**src/rtl/hazard_ctrl_pkg.sv**
```systemverilog
// Shared types and constants for the pipeline hazard sequencer.
package hazard_ctrl_pkg;

  typedef enum logic [1:0] {
    RUN      = 2'd0,
    MEM_WAIT = 2'd1,
    ERR      = 2'd2
  } state_t;

  localparam int REG_AW_DEF = 5;
  // Architectural zero register; writes to it never create a dependency.
  localparam int REG_ZERO   = 0;

  // Per-stage pipeline-register control: load enable and bubble insert.
  typedef struct packed {
    logic en;
    logic flush;
  } stage_ctrl_t;

endpackage

```
**src/rtl/hazard_ctrl_sat_counter.sv**
```systemverilog
// Saturating up-counter: sticks at all-ones instead of wrapping.
module sat_counter #(
  parameter int W = 32
) (
  input  logic         clk,
  input  logic         rst,
  input  logic         inc,
  input  logic         clear,
  output logic [W-1:0] cnt
);

  // Count up on inc, hold once every bit is set.
  always_ff @(posedge clk or posedge rst) begin
    if (rst)                     cnt <= '0;
    else if (clear)              cnt <= '0;
    else if (inc && cnt != '1)   cnt <= cnt + W'(1);
  end

endmodule

```
**src/rtl/hazard_ctrl.sv**
```systemverilog
// Pipeline sequencer: stage enables/flushes for load-use, taken branch and
// data-memory wait, plus a timeout watchdog and stall/flush counters.
module hazard_ctrl
  import hazard_ctrl_pkg::*;
#(
  parameter int REG_AW      = REG_AW_DEF,
  parameter int MEM_TIMEOUT = 255,
  parameter int CNT_W       = 32
) (
  input  logic              clk,
  input  logic              rst,
  input  logic              id_valid,
  input  logic [REG_AW-1:0] id_rs1,
  input  logic [REG_AW-1:0] id_rs2,
  input  logic              id_uses_rs1,
  input  logic              id_uses_rs2,
  input  logic              ex_valid,
  input  logic [REG_AW-1:0] ex_rd,
  input  logic              ex_mem_read,
  input  logic              ex_branch_taken,
  input  logic              mem_req,
  input  logic              mem_ready,
  output logic              pc_en,
  output logic              if_id_en,
  output logic              if_id_flush,
  output logic              id_ex_en,
  output logic              id_ex_flush,
  output logic              ex_mem_en,
  output logic              mem_wb_flush,
  output logic              mem_err,
  output logic [CNT_W-1:0]  stall_cnt,
  output logic [CNT_W-1:0]  flush_cnt
);

  localparam int WAIT_W = $clog2(MEM_TIMEOUT + 1);

  state_t            state, state_nxt;
  logic [WAIT_W-1:0] wait_cnt;
  logic              mem_wait, br_take, load_use;
  logic              stall_inc, flush_inc;
  stage_ctrl_t       pc_c, if_id_c, id_ex_c, ex_mem_c, mem_wb_c;

  assign mem_wait = mem_req & ~mem_ready;
  assign br_take  = ex_branch_taken & ex_valid;
  assign load_use = id_valid & ex_valid & ex_mem_read & (ex_rd != REG_AW'(REG_ZERO)) &
                    ((id_uses_rs1 & (id_rs1 == ex_rd)) | (id_uses_rs2 & (id_rs2 == ex_rd)));

  // Next state and stage controls; rst overrides everything so the pipe stays empty.
  always_comb begin
    state_nxt = state;
    stall_inc = 1'b0;
    flush_inc = 1'b0;
    pc_c      = '{en: 1'b1, flush: 1'b0};
    if_id_c   = '{en: 1'b1, flush: 1'b0};
    id_ex_c   = '{en: 1'b1, flush: 1'b0};
    ex_mem_c  = '{en: 1'b1, flush: 1'b0};
    mem_wb_c  = '{en: 1'b1, flush: 1'b0};
    case (state)
      RUN, MEM_WAIT: begin
        if (mem_wait) begin
          pc_c.en        = 1'b0;
          if_id_c.en     = 1'b0;
          id_ex_c.en     = 1'b0;
          ex_mem_c.en    = 1'b0;
          mem_wb_c.flush = 1'b1;
          if (state == RUN)                               state_nxt = MEM_WAIT;
          else if (wait_cnt == WAIT_W'(MEM_TIMEOUT - 1)) state_nxt = ERR;
        end else begin
          state_nxt = RUN;
          // A branch held in the frozen EX is acted on here, so it is counted once.
          if (br_take) begin
            if_id_c.flush = 1'b1;
            id_ex_c.flush = 1'b1;
            flush_inc     = 1'b1;
          end else if (load_use) begin
            pc_c.en       = 1'b0;
            if_id_c.en    = 1'b0;
            id_ex_c.flush = 1'b1;
          end
        end
        stall_inc = ~pc_c.en;
      end
      default: begin
        pc_c.en     = 1'b0;
        if_id_c.en  = 1'b0;
        id_ex_c.en  = 1'b0;
        ex_mem_c.en = 1'b0;
      end
    endcase
    if (rst) begin
      stall_inc = 1'b0;
      flush_inc = 1'b0;
      pc_c      = '{en: 1'b0, flush: 1'b0};
      if_id_c   = '{en: 1'b0, flush: 1'b1};
      id_ex_c   = '{en: 1'b0, flush: 1'b1};
      ex_mem_c  = '{en: 1'b0, flush: 1'b0};
      mem_wb_c  = '{en: 1'b0, flush: 1'b1};
    end
  end

  assign pc_en        = pc_c.en;
  assign if_id_en     = if_id_c.en;
  assign if_id_flush  = if_id_c.flush;
  assign id_ex_en     = id_ex_c.en;
  assign id_ex_flush  = id_ex_c.flush;
  assign ex_mem_en    = ex_mem_c.en;
  assign mem_wb_flush = mem_wb_c.flush;
  assign mem_err      = (state == ERR) & ~rst;

  // Fields with no matching port.
  logic unused_bits;
  assign unused_bits = ^{pc_c.flush, ex_mem_c.flush, mem_wb_c.en};

  // State register.
  always_ff @(posedge clk or posedge rst) begin
    if (rst) state <= RUN;
    else     state <= state_nxt;
  end

  // Wait counter: cleared entering MEM_WAIT, counts each stalled MEM_WAIT cycle.
  always_ff @(posedge clk or posedge rst) begin
    if (rst)                                  wait_cnt <= '0;
    else if (state == RUN && state_nxt == MEM_WAIT) wait_cnt <= '0;
    else if (state == MEM_WAIT && mem_wait)   wait_cnt <= wait_cnt + WAIT_W'(1);
  end

  sat_counter #(.W(CNT_W)) u_stall_cnt (
    .clk(clk), .rst(rst), .inc(stall_inc), .clear(1'b0), .cnt(stall_cnt)
  );

  sat_counter #(.W(CNT_W)) u_flush_cnt (
    .clk(clk), .rst(rst), .inc(flush_inc), .clear(1'b0), .cnt(flush_cnt)
  );

endmodule
```
**config.mk**
```make
export PLATFORM = sky130hd
export DESIGN_NAME = hazard_ctrl
export DESIGN_NICKNAME = d
export VERILOG_FILES = /design/src/rtl/hazard_ctrl_pkg.sv /design/src/rtl/hazard_ctrl_sat_counter.sv /design/src/rtl/hazard_ctrl.sv
export SDC_FILE = /design/constraint.sdc
export NUM_CORES = 1
export LEC_CHECK = 0
export CAP_MARGIN = 20
export CORE_MARGIN = 2
export CORE_UTILIZATION = 44
export DETAILED_ROUTE_END_ITERATION = 8
export PLACE_DENSITY = 0.77
export SLEW_MARGIN = 40
export SYNTH_ARGS = -nofsm -noshare
export SYNTH_HDL_FRONTEND = slang
export SYNTH_SLANG_ARGS = --single-unit
```
**constraint.sdc**
```tcl
create_clock -name clk -period 2.1 [get_ports clk]
set_input_delay 0.315 -clock clk [delete_from_list [all_inputs] [get_ports clk]]
set_output_delay 0.315 -clock clk [all_outputs]
set_load 0.005 [all_outputs]
```
==> results.yml, run 1 <==
worst_setup_path:
  slowest_delay_ns: 0.49
  path_max_fanout: 4
  cp.arrival_ns: 1.73
  path_cells: "clkdlybuf4s50_1, buf_4, nor3_4, buf_4, clkdlybuf4s50_1"
  worstSetupPathType: "in2out"
  worst_path_max_delay_cell: "sky130_fd_sc_hd__clkdlybuf4s50_1"
  critPathBufInv: 4
  timing.critical_path.from_type: "primary input"
  critical_path.top_delay_family: "buffers and inverters"
  setup.worst_path.end_class: "output port"
  critical_path_required_ns: 1.78
timing:
  finalHoldViolations: 0
  timing.final.crit_period_ns: 2.05
  hold_slack_ns: 0.500
  final_max_slew_viol_count: 0
  fin_worst_skew_ns: 0.0165
  finalCritPeriodShare_pct: 97.4
  max_clock_freq_mhz: 489
  transition_time_of_the_tightest_slew_check_pin_ns: 0.672
  report.final.setup_viol: 0
  unrepaired_setup_endpoints_after_global_routing: "yes"
  slew_headroom_pct: 55.2
clock_tree:
  cts_max_level: 3
  hold_buffers: 0
  worst_skew_pair.late_latency_ns: 0.34
  tritoncts: "built"
  cts_root_buffer: "sky130_fd_sc_hd__clkbuf_8"
  clkSinkCount: 74
  numCtsBuffers: 9
  clk_pin_slew_worst_paths_ns: 0.07
  clockBufferDepth: 2
placed_design:
  placed_cell_area_mm2: 0.00527
  io_buffer_count: 96
  place_hpwl_um: 7100
  final_weighted_congestion_in_routability_driven_placement: 0.956
global_route:
  grt_antenna_before_repair: 0
  track_usage_pct: 21.2
  grt_pass1_vias: 3459
  grt-ovfl-total: 0
  grt_max_degree: 75
  grt_first_pass_wirelength_um: 16600
pwr:
  power.internal_mw: 2.83
  netSwitchingPower_uw: 917
  power.ir.vdd_worst_mv: 0.687
  power_density_mw_per_mm2: 664
  seq_power_share_pct: 43.3
  pwr-share-comb_pct: 19.9
  design_power_total_mw: 3.75
  p_sw_share_pct: 24.5
  clkPwrFrac_pct: 36.7
  power.leakage_nw: 2.68
synthesis:
  postSynth.asyncResetShare_pct: 100
  synth.ff_latch_count: 74
  synth.yosys.warnings: 0
  yosys-top-cells-area: "sky130_fd_sc_hd__dfrtp_1, sky130_fd_sc_hd__xnor2_1, sky130_fd_sc_hd__xor2_1"
  post_synth_instance_area_mm2: 0.00381
  yosysUniqueCellTypes: 42
  count_of_flip_flops_with_a_built_in_enable_after_synthesis: 0
  average_size_of_a_mapped_cell_um2: 10.2
  netlist.top_cell.by_area: "sky130_fd_sc_hd__dfrtp_1"
  synth_largest_type_area_fraction_pct: 48.6
  synth_ff_type: "sky130_fd_sc_hd__dfrtp_1"
  postSynthCellCount: 374
  synthesis.nets: 403
  synth_seq_area_share_pct: 48.6
cells_and_area:
  post_route_cells_drive_above_1_share_pct: 19.1
  diodes: 0
  final_nets: 558
  finalInstanceArea_mm2: 0.00564
  layout-area-overhead-vs-synth_pct: 48.0
route:
  routed_via_density: 5.33
  first_pass_iters: 4
  num_vias: 3409
  route.detailed.wl_per_inst_um: 15.4
  finalWirelength_um: 9830
  drt-initial-drc-count: 150
  drtAntennaViolNets: 0
  post_route_drc_violation_count: 0
run_status:
  outcome: "finished clean"
floorplanning:
  boundaryPins: 97
  die_area_mm2: 0.00942
  dieHeight_um: 97.0
  rows: 33
  start_util_pct: 45.9
  placeableCoreArea_mm2: 0.00830
  die_width_um: 97.0
worst_hold_path:
  min_path_type: "reg2reg"
flow_run:
  drv_cap: 0
metrics by stage:
stage	TNS (ns)	util, %	setup slack, ns	std cells
after floorplan	0	-	0.134	374
after global placement	-13.15	63.4	-0.429	620
after detailed placement	-14.62	63.5	-0.569	620
after CTS	-0.0514	66.8	-0.0216	637
after global routing	-0.0623	67.9	-0.0623	639
final	0	67.9	0.0546	639
cell families after synthesis:
kind of cell             count (synthesis)  synth area share [%]
multiplexers                             3                  1.08
adder cells (fa/ha/maj)                  4                  1.31
buffers and inverters                   20                  2.73
XOR/XNOR                                71                  16.3
flip-flops                              74                  48.6
AO/OA/AOI/OAI                           22                  4.24
AND/OR/NAND/NOR                        180                  25.7
worst paths after layout:
path                                                  from                         endpoint  slack, ns  cells after the start
max in group asynchronous                              rst   u_stall_cnt.cnt[8]$_DFFE_PP0P_       0.95                      4
setup / recovery                                       rst                        ex_mem_en       0.05                      5
min in group asynchronous                              rst          wait_cnt[6]$_DFFE_PP0P_       0.66                      4
setup reg to reg            u_flush_cnt.cnt[2]$_DFFE_PP0P_  u_flush_cnt.cnt[31]$_DFFE_PP0P_       0.08                      7
hold / removal             u_flush_cnt.cnt[31]$_DFFE_PP0P_  u_flush_cnt.cnt[31]$_DFFE_PP0P_       0.50                      1
hold reg to reg            u_flush_cnt.cnt[31]$_DFFE_PP0P_  u_flush_cnt.cnt[31]$_DFFE_PP0P_       0.50                      1
layer usage:
layer  up-vias  track usage [%]  routed length (µm)
li1       1635                -                   -
met1      1678             27.7                4340
met2        85             36.1                4940
met3        11             3.32                 419
met4         0             6.83                 125
met5         -                0                   0
cell usage after synthesis, types with 3 or more instances:
library cell and n:
sky130_fd_sc_hd__and3_1 12, sky130_fd_sc_hd__a21o_1 3, sky130_fd_sc_hd__inv_1 7, sky130_fd_sc_hd__buf_2 5
sky130_fd_sc_hd__nor3_1 15, sky130_fd_sc_hd__clkbuf_1 4, sky130_fd_sc_hd__nor2b_1 3, sky130_fd_sc_hd__nor4b_1 4
sky130_fd_sc_hd__nand2_1 41, sky130_fd_sc_hd__dfrtp_1 74, sky130_fd_sc_hd__nand2b_1 3, sky130_fd_sc_hd__xnor2_1 36
sky130_fd_sc_hd__nand4_1 22, sky130_fd_sc_hd__a21oi_1 3, sky130_fd_sc_hd__xor2_1 35, sky130_fd_sc_hd__o21ai_0 7
sky130_fd_sc_hd__and4_1 5, sky130_fd_sc_hd__nand3_1 25, sky130_fd_sc_hd__nor2_1 16, sky130_fd_sc_hd__nor4_1 18
sky130_fd_sc_hd__ha_1 4, sky130_fd_sc_hd__or3_1 8
what timing repair did:
item | CTS | global route
buffers inserted | 1 | 2
endpoints found under the setup margin | 36 | 37
pin swaps | 4 | 17
gates resized for setup | 17 | 27
sequential cells by signal, summed over array words and instances (netlist names):
register and cells:
state 2, u_flush_cnt.cnt 32, u_stall_cnt.cnt 32, wait_cnt 8
power groups by stage:
stage,sequential (mW),clock [mW],combinational (mW)
finish,1.62,1.38,0.746
global route,1.64,1.47,0.814
CTS,1.62,1.40,0.746
detailed placement,1.65,0,0.741
global placement,1.64,0,0.725
floorplan,1.68,0,0.230
cell type report:
type,count,area (µm²)
fillers,638,2660
repair buffers,157,1440
flip-flops and latches,74,1850
clock inverters,4,97.6
inverters,7,30.0
well taps,105,131
clock buffers,12,155
multi-input cells,280,1940
placed cells by master (no fill, tap or decap), drive strengths merged, types with 2 or more instances in the layout:
master	Yosys	final
a21o	3	3
a21oi	3	3
a22o	2	2
a31oi	2	2
and3	12	12
and4	5	5
buf	9	62
bufinv	0	3
clkbuf	4	14
clkdlybuf4s50	0	78
clkinvlp	0	2
dfrtp	74	74
dlygate4sd2	0	4
dlymetal6s2s	0	10
ha	4	4
inv	7	6
mux2	3	3
nand2	41	41
nand2b	3	3
nand3	25	25
nand4	22	22
nor2	17	17
nor2b	3	3
nor3	16	16
nor4	18	18
nor4b	4	4
o21ai	7	7
or3	8	8
xnor2	36	36
xor2	35	35
No activity file was read; power rests on OpenSTA's default activity.
==> run 2, diff against run 1 <==
Settings changed: PLACE_DENSITY 0.77 to 0.83, SKIP_LAST_GASP set to 1.
==> run 2 against run 1 <==
Compared with the run above: final area down 2.4%; utilization decreased by 1.6 points; clock power down 22%; flip-flop and latch count did not move; critical path depth is 1 higher; highest routed layer unchanged; final cell count down 2.0%; non-clock buffer count decreased by 13; global-route usage down 0.60 points; worst hold slack worse by 0.0033 ns; sequential power about the same; wire length increased by 0.50%; die area did not move; critical endpoint unchanged.
==> results.yml, run 2 (synthesis results as in run 1) <==
run_status:
  outcome: "finished clean"
floorplanning:
  start_util_pct: 45.9
  die_area_mm2: 0.00942
  die_width_um: 97.0
  boundaryPins: 97
  rows: 33
  dieHeight_um: 97.0
  placeableCoreArea_mm2: 0.00830
placed_design:
  pre_cts_ws_ns: -0.519
  place_inst: 608
  io_buffer_count: 96
  place_hpwl_um: 7060
  placed_cell_area_mm2: 0.00518
  final_weighted_congestion_in_routability_driven_placement: 0.917
route:
  post_route_drc_violation_count: 0
  drtAntennaViolNets: 0
  route.detailed.wl_per_inst_um: 15.8
  first_pass_iters: 4
  routed_via_density: 5.48
  num_vias: 3432
  finalWirelength_um: 9870
  drt-initial-drc-count: 163
pwr:
  netSwitchingPower_uw: 945
  p_sw_share_pct: 27.5
  power.internal_mw: 2.50
  design_power_total_mw: 3.44
  clkPwrFrac_pct: 31.3
  pwr-share-comb_pct: 21.1
  power_density_mw_per_mm2: 626
  power.ir.vdd_worst_mv: 0.525
  power.leakage_nw: 2.54
  seq_power_share_pct: 47.6
cells_and_area:
  layout-area-overhead-vs-synth_pct: 44.5
  layout.cells.most_common_list: "sky130_fd_sc_hd__clkdlybuf4s50_1, sky130_fd_sc_hd__dfrtp_1, sky130_fd_sc_hd__buf_4"
  final-instance-count-excl-fill: 626
  finalInstanceArea_mm2: 0.00551
  diodes: 0
  largestRegisters: "u_flush_cnt.cnt x32, u_stall_cnt.cnt x32, wait_cnt x8"
  post_route_cells_drive_above_1_share_pct: 18.4
  final_nets: 545
  layout.cells.most_common: "sky130_fd_sc_hd__clkdlybuf4s50_1"
timing:
  report.final.setup_viol: 0
  fin_worst_skew_ns: 0.0131
  layout_setup_ws_ns: 0.0461
  finalHoldViolations: 0
  slew_headroom_pct: 55.9
  finalCritPeriodShare_pct: 97.8
  fin_setup_tns_ns: 0
  max_clock_freq_mhz: 487
  timing.final.crit_period_ns: 2.05
  final_max_slew_viol_count: 0
  transition_time_of_the_tightest_slew_check_pin_ns: 0.661
  unrepaired_setup_endpoints_after_global_routing: "yes"
worst_setup_path:
  cp.arrival_ns: 1.74
  path_max_fanout: 4
  critical_path_required_ns: 1.78
  setup.worst_path.end_class: "output port"
  worstSetupPathType: "in2out"
  worst-r2r-setup-slack_ns: 0.07
  timing.critical_path.from_type: "primary input"
global_route:
  grt_pass1_vias: 3371
  grt_first_pass_wirelength_um: 15900
  track_usage_pct: 20.6
  grt_max_degree: 75
  grt_antenna_before_repair: 0
  grt-ovfl-total: 0
clock_tree:
  clk_pin_slew_worst_paths_ns: 0.08
  cts_root_buffer: "sky130_fd_sc_hd__clkbuf_8"
  hold_buffers: 0
  cts_max_level: 3
  clockBufferDepth: 2
  numCtsBuffers: 9
  clkSinkCount: 74
  worst_skew_pair.late_latency_ns: 0.35
  tritoncts: "built"
flow_run:
  drv_cap: 0
worst_hold_path:
  min_path_type: "reg2reg"
==> run 2: cell types whose count changed in the layout (fill, tap and decap cells not counted), moves of 3 or more <==
| cell | change |
|---|---|
| sky130_fd_sc_hd__clkinv_2 | +3 |
| sky130_fd_sc_hd__dlymetal6s2s_1 | -4 |
| sky130_fd_sc_hd__nor4_1 | -4 |
| sky130_fd_sc_hd__clkdlybuf4s50_1 | +3 |
| sky130_fd_sc_hd__buf_4 | -12 |
| sky130_fd_sc_hd__nor4_2 | +3 |
==> run 2: routing by layer <==
| layer | routed length, µm | global-route usage, % | part of all wire (%) |
|---|---|---|---|
| met3 | 449 | 4.48 | 4.5 |
| met5 | 0 | 0 | 0 |
| met2 | 4950 | 33.9 | 50 |
| met4 | 102 | 6.28 | 1.0 |
| met1 | 4370 | 27.3 | 44 |
==> run 2: what timing repair did <==
action,4_1_cts,5_1_grt
pin swaps,7,13
setup endpoints to repair,34,31
resized for setup,18,28
setup buffers,2,0
endpoints found under the hold margin,0,0
==> run 2: critical path, stage by stage <==
cell,delay [ns]
sky130_fd_sc_hd__clkdlybuf4s50_1,0.51
sky130_fd_sc_hd__nor2b_4,0.05
sky130_fd_sc_hd__buf_6,0.12
sky130_fd_sc_hd__nor3_4,0.12
sky130_fd_sc_hd__buf_4,0.13
sky130_fd_sc_hd__clkdlybuf4s50_1,0.48
==> run 2: path summary, 6_finish.rpt <==
kind,startpoint,cells past startpoint,to
min in group asynchronous,rst,4,wait_cnt[2]$_DFFE_PP0P_
worst max-delay path,mem_ready,6,ex_mem_en
worst min register to register,u_stall_cnt.cnt[8]$_DFFE_PP0P_,1,u_stall_cnt.cnt[8]$_DFFE_PP0P_
worst max register to register,u_stall_cnt.cnt[5]$_DFFE_PP0P_,6,u_stall_cnt.cnt[19]$_DFFE_PP0P_
worst min-delay path,u_stall_cnt.cnt[8]$_DFFE_PP0P_,1,u_stall_cnt.cnt[8]$_DFFE_PP0P_
max in group asynchronous,rst,4,u_stall_cnt.cnt[16]$_DFFE_PP0P_
==> run 2: power by group through the flow <==
| stage | clock network (mW) | logic, mW | registers (mW) |
|---|---|---|---|
| after floorplan | 0 | 0.230 | 1.68 |
| after global placement | 0 | 0.683 | 1.65 |
| after detailed placement | 0 | 0.715 | 1.66 |
| after CTS | 1.10 | 0.717 | 1.64 |
| after global routing | 1.17 | 0.779 | 1.66 |
| final | 1.08 | 0.726 | 1.64 |
==> run 2: cell type report <==
| cell class | instances | area [µm²] |
|---|---|---|
| Clock inverter | 7 | 70.1 |
| Inverter | 7 | 30.0 |
| Timing Repair Buffer | 144 | 1320 |
| Multi-Input combinational cell | 280 | 1980 |
| Sequential cell | 74 | 1850 |
| Clock buffer | 9 | 124 |
| Fill cell | 627 | 2790 |
| Tap cell | 105 | 131 |
==> run 2: stage by stage <==
stage	hold slack [ns]	util, %
floorplan	0.477	-
global placement	0.476	62.3
detailed placement	0.489	62.4
CTS	0.507	65.1
global route	0.518	66.3
finish	0.497	66.3
